## config.mk

```make
export PLATFORM = sky130hd
export DESIGN_NAME = solution
export DESIGN_NICKNAME = d
export VERILOG_FILES = /design/src/rtl/solution.sv
export SDC_FILE = /design/constraint.sdc
export NUM_CORES = 1
export LEC_CHECK = 0
export BUFFER_PORTS_ARGS = -buffer_cell sky130_fd_sc_hd__clkbuf_2
export CELL_PAD_IN_SITES_DETAIL_PLACEMENT = 1
export CELL_PAD_IN_SITES_GLOBAL_PLACEMENT = 1
export CORE_ASPECT_RATIO = 0.7
export CORE_MARGIN = 5
export CORE_UTILIZATION = 41
export CTS_BUF_LIST = sky130_fd_sc_hd__clkbuf_8
export CTS_CLUSTER_SIZE = 12
export DETAILED_ROUTE_END_ITERATION = 10
export PLACE_DENSITY = 0.83
export SLEW_MARGIN = 20
export SYNTH_ARGS = -nofsm -noshare
export SYNTH_HDL_FRONTEND = slang
export SYNTH_SLANG_ARGS = --single-unit
```

## constraint.sdc

```tcl
create_clock -name clk -period 1.7 [get_ports clk]
set_input_delay 0.34 -clock clk [delete_from_list [all_inputs] [get_ports clk]]
set_output_delay 0.34 -clock clk [all_outputs]
set_load 0.02 [all_outputs]
```

## src/rtl/solution.sv

```systemverilog
// solution -- full adder plus a bit-serial adder that shares its operand pins.
//
// Combinational section (no clock or reset involvement):
//   a, b, cin   addend bits and carry-in
//   sum, cout   full-adder sum and carry-out
//
// Serial section (clk rising edge, rst_n asynchronous active-low):
//   ser_start   load carry from cin, clear the result and counter, enter RUN
//   ser_en      consume one {a,b} bit pair this cycle (RUN only)
//   ser_sum     a ^ b ^ carry_q, the bit consumed on this edge
//   ser_result  WIDTH-bit sum, shifted in from the MSB so the first bit lands at [0]
//   ser_cout    final carry of the last completed addition
//   ser_busy    high while an addition is in progress
//   ser_done    one-cycle pulse on the cycle after the last bit is consumed
module solution #(
  parameter int WIDTH = 8
) (
  input  logic             clk,
  input  logic             rst_n,
  input  logic             a,
  input  logic             b,
  input  logic             cin,
  output logic             sum,
  output logic             cout,
  input  logic             ser_start,
  input  logic             ser_en,
  output logic             ser_sum,
  output logic [WIDTH-1:0] ser_result,
  output logic             ser_cout,
  output logic             ser_busy,
  output logic             ser_done
);

  localparam int CW = $clog2(WIDTH);
  localparam logic [CW-1:0] LAST = CW'(WIDTH - 1);

  typedef enum logic {IDLE, RUN} state_t;

  state_t        state;
  logic          carry_q;
  logic          carry_nxt;
  logic [CW-1:0] cnt;

  // Full adder: purely combinational, independent of every serial register.
  assign sum  = a ^ b ^ cin;
  assign cout = (a & b) | (a & cin) | (b & cin);

  assign ser_sum   = a ^ b ^ carry_q;
  assign carry_nxt = (a & b) | (a & carry_q) | (b & carry_q);

  always_ff @(posedge clk or negedge rst_n) begin
    if (!rst_n) begin
      state      <= IDLE;
      carry_q    <= 1'b0;
      cnt        <= '0;
      ser_result <= '0;
      ser_cout   <= 1'b0;
      ser_busy   <= 1'b0;
      ser_done   <= 1'b0;
    end else begin
      ser_done <= 1'b0;
      // Start has priority over ser_en: a restart never consumes a bit.
      if (ser_start) begin
        state      <= RUN;
        carry_q    <= cin;
        cnt        <= '0;
        ser_result <= '0;
        ser_busy   <= 1'b1;
      end else if (state == RUN && ser_en) begin
        ser_result <= {ser_sum, ser_result[WIDTH-1:1]};
        carry_q    <= carry_nxt;
        if (cnt == LAST) begin
          state    <= IDLE;
          cnt      <= '0;
          ser_busy <= 1'b0;
          ser_cout <= carry_nxt;
          ser_done <= 1'b1;
        end else begin
          cnt <= cnt + 1'b1;
        end
      end
    end
  end

endmodule

```

==> results.json <==
{
  "n_fill_cell": 219,
  "ys_warn_count": 0,
  "crit_path_start_kind": "flop",
  "placementRows": 13,
  "portBuffers": 20,
  "grt_pass1_wl_um": 2950,
  "syn_area_per_cell_um2": 11.7,
  "post-route-util_pct": 51.3,
  "dp_slack_ns": 0.169,
  "postCtsHoldBufs": 0,
  "rsz0062_at_grt": "false",
  "setup_viol": 0,
  "cp.required_ns": 1.36,
  "slew_headroom_pct": 74.3,
  "worstPathArrival_ns": 1.28,
  "wire_per_inst_um": 15.3,
  "syn-num-nets": 78,
  "layout_commonest_cell": "clkbuf_2",
  "yosys-mux-area-fraction_pct": 1.92,
  "ys_types": 19,
  "num_vias": 597,
  "powerDensity_mw_per_mm2": 806,
  "slew_violations": 0,
  "worst_slew_pin_slew_ns": 0.385,
  "cts_tree": "done",
  "initial_core_util_pct": 42.5,
  "hold_ws_ns": 0.00246,
  "final_nets": 100,
  "clock_skew_ns": 0.00207,
  "fmax_mhz": 617,
  "fin_tns_setup_ns": 0,
  "first_iter_violations": 22,
  "cts.clk_slew.worst_paths_ns": 0.06,
  "grt_max_degree": 16,
  "r2r_slack_ns": 0.27,
  "grt_overflow": 0,
  "clock_path_buffers": 2,
  "synth_compound_area_share_pct": 24.2,
  "h-tree-depth": 1,
  "synth_top_family_by_area": "compound AO/OA/AOI/OAI gates",
  "viasPerCell": 5.43,
  "routed_wl_um": 1680,
  "grt_pass1_vias": 633,
  "grt.total_usage_pct": 13.3,
  "synth_fa_ha_area_share_pct": 8.32,
  "drive_above_1_share_pct": 33.0,
  "ys_seq_area_share_pct": 48.0,
  "endpoint_kind": "output port",
  "synth_top_cell_area_share_pct": 48.0,
  "clkLatencyLatePin_ns": 0.24,
  "drcViolationCount": 0,
  "synth_area_leaders": "dfrtp_1 48%, a21bo_1 14%, a21oi_1 7.0%, nand3_1 6.4%, fa_1 5.1%",
  "area_delta_synth_final_pct": 20.5,
  "synth_xor_area_share_pct": 0,
  "cts-root-buf": "clkbuf_8",
  "dp_hpwl_um": 1220,
  "ir_worst_vdd_mv": 0.502,
  "first_pass_iters": 2,
  "setup_slack_ns": 0.0784,
  "critical_path_class": "reg2out",
  "clkSinkCount": 15,
  "synthesis.area_um2": 782,
  "yosys_register_bits": 15,
  "cts_buffers": 3,
  "die_h_um": 46.5,
  "maxCapViolations": 0,
  "period_share_pct": 95.4,
  "gp_congestion": 0.709,
  "die_w_um": 62.2,
  "yosys.area_share.simple_pct": 11.8,
  "status": "complete, no violations",
  "post-route-min-period_ns": 1.62,
  "dieArea_mm2": 0.00289,
  "hold_class": "in2async",
  "grt_antenna_before_repair": 0,
  "synth_top_cell_by_area": "dfrtp_1",
  "hold_violations": 0,
  "netlist_instances": 67,
  "n_antenna_cell": 0,
  "p_leak_nw": 0.449,
  "layout_common_cells": "19 x clkbuf_2, 15 x dfrtp_1, 11 x a21bo_1, 11 x a21oi_1, 10 x nand3_1",
  "ant_nets": 0,
  "design.core.area_mm2": 0.00184,
  "worstPathMaxFanout": 2,
  "ioPinCount": 21
}
[power by group]
| part | switching (mW) | leakage (nW) | total (mW) | internal [mW] |
|---|---|---|---|---|
| clock network | 0.120 | 0.0269 | 0.280 | 0.160 |
| registers | 0.00673 | 0.200 | 0.374 | 0.367 |
| logic | 0.0633 | 0.222 | 0.106 | 0.0424 |
| total | 0.190 | 0.449 | 0.759 | 0.569 |
[per-layer routing]
| layer | track usage, % | wire [um] | up-vias |
|---|---|---|---|
| met5 | 0 | 0 | - |
| met4 | 3.46 | 0 | 0 |
| met3 | 4.39 | 54 | 0 |
| met2 | 24.2 | 868 | 8 |
| met1 | 15.3 | 757 | 307 |
| li1 | - | - | 282 |
[path summary, 6_finish.rpt]
| path | from | to | depth (start not counted) |
|---|---|---|---|
| worst max-delay path | carry_q | ser_sum | 2 |
| worst min-delay path | rst_n | cnt[2] | 1 |
| worst max register to register | cnt[0] | ser_cout | 4 |
| worst min register to register | ser_cout | ser_cout | 1 |
| max in group asynchronous | rst_n | ser_result[6] | 1 |
| min in group clk | ser_start | ser_done | 2 |
[stage by stage]
step / std cells / instance area, um2 / total power [mW]
3_5_place_dp: 106 / 895 / 0.485
2_1_floorplan: 67 / 782 / 0.448
6_report: 110 / 942 / 0.759
4_1_cts: 110 / 940 / 0.769
3_3_place_gp: 106 / 895 / 0.481
5_1_grt: 110 / 942 / 0.806
[cells by family (layout without fill, tap and decap cells)]
logic type               Yosys count  in the layout
AND/OR/NAND/NOR                   15             15
buffers and inverters              7             28
AO/OA/AOI/OAI                     25             25
adder cells (fa/ha/maj)            4              4
multiplexers                       1              1
flip-flops                        15             15
[worst max-delay path: stages, from the launching register on]
cell,delay (ns)
dfrtp_1,0.39
fa_1,0.51
buf_4,0.15
[Yosys cell counts, drive strengths merged]
| cell type | n |
|---|---|
| nand3 | 10 |
| or2b | 1 |
| and4b | 1 |
| nand2 | 1 |
| dfrtp | 15 |
| and3 | 1 |
| nand4bb | 1 |
| ha | 2 |
| buf | 6 |
| a21bo | 11 |
| clkbuf | 1 |
| a21oi | 11 |
| mux2 | 1 |
| fa | 2 |
| a21o | 1 |
| a21boi | 1 |
| o31a | 1 |
[flip-flops by register name (all words and copies together) (netlist names)]
| name | cells |
|---|---|
| state | 1 |
| ser_cout | 1 |
| ser_done | 1 |
| cnt | 3 |
| carry_q | 1 |
| ser_result | 8 |
[what timing repair did]
item | in CTS | in global routing
setup buffers | 0 | 0
resized for setup | 0 | 2
hold endpoints to repair | 0 | 0
setup endpoints to repair | 0 | 1
[cell type report]
type	count	area [um2]	area share [%]
clock buffers	3	41.3	4.38
multi-input cells	45	362	38.4
repair buffers	24	133	14.1
flip-flops and latches	15	375	39.8
clock inverters	1	3.75	0.398
well taps	22	27.5	2.92
Power figures use the tool's default switching activity.
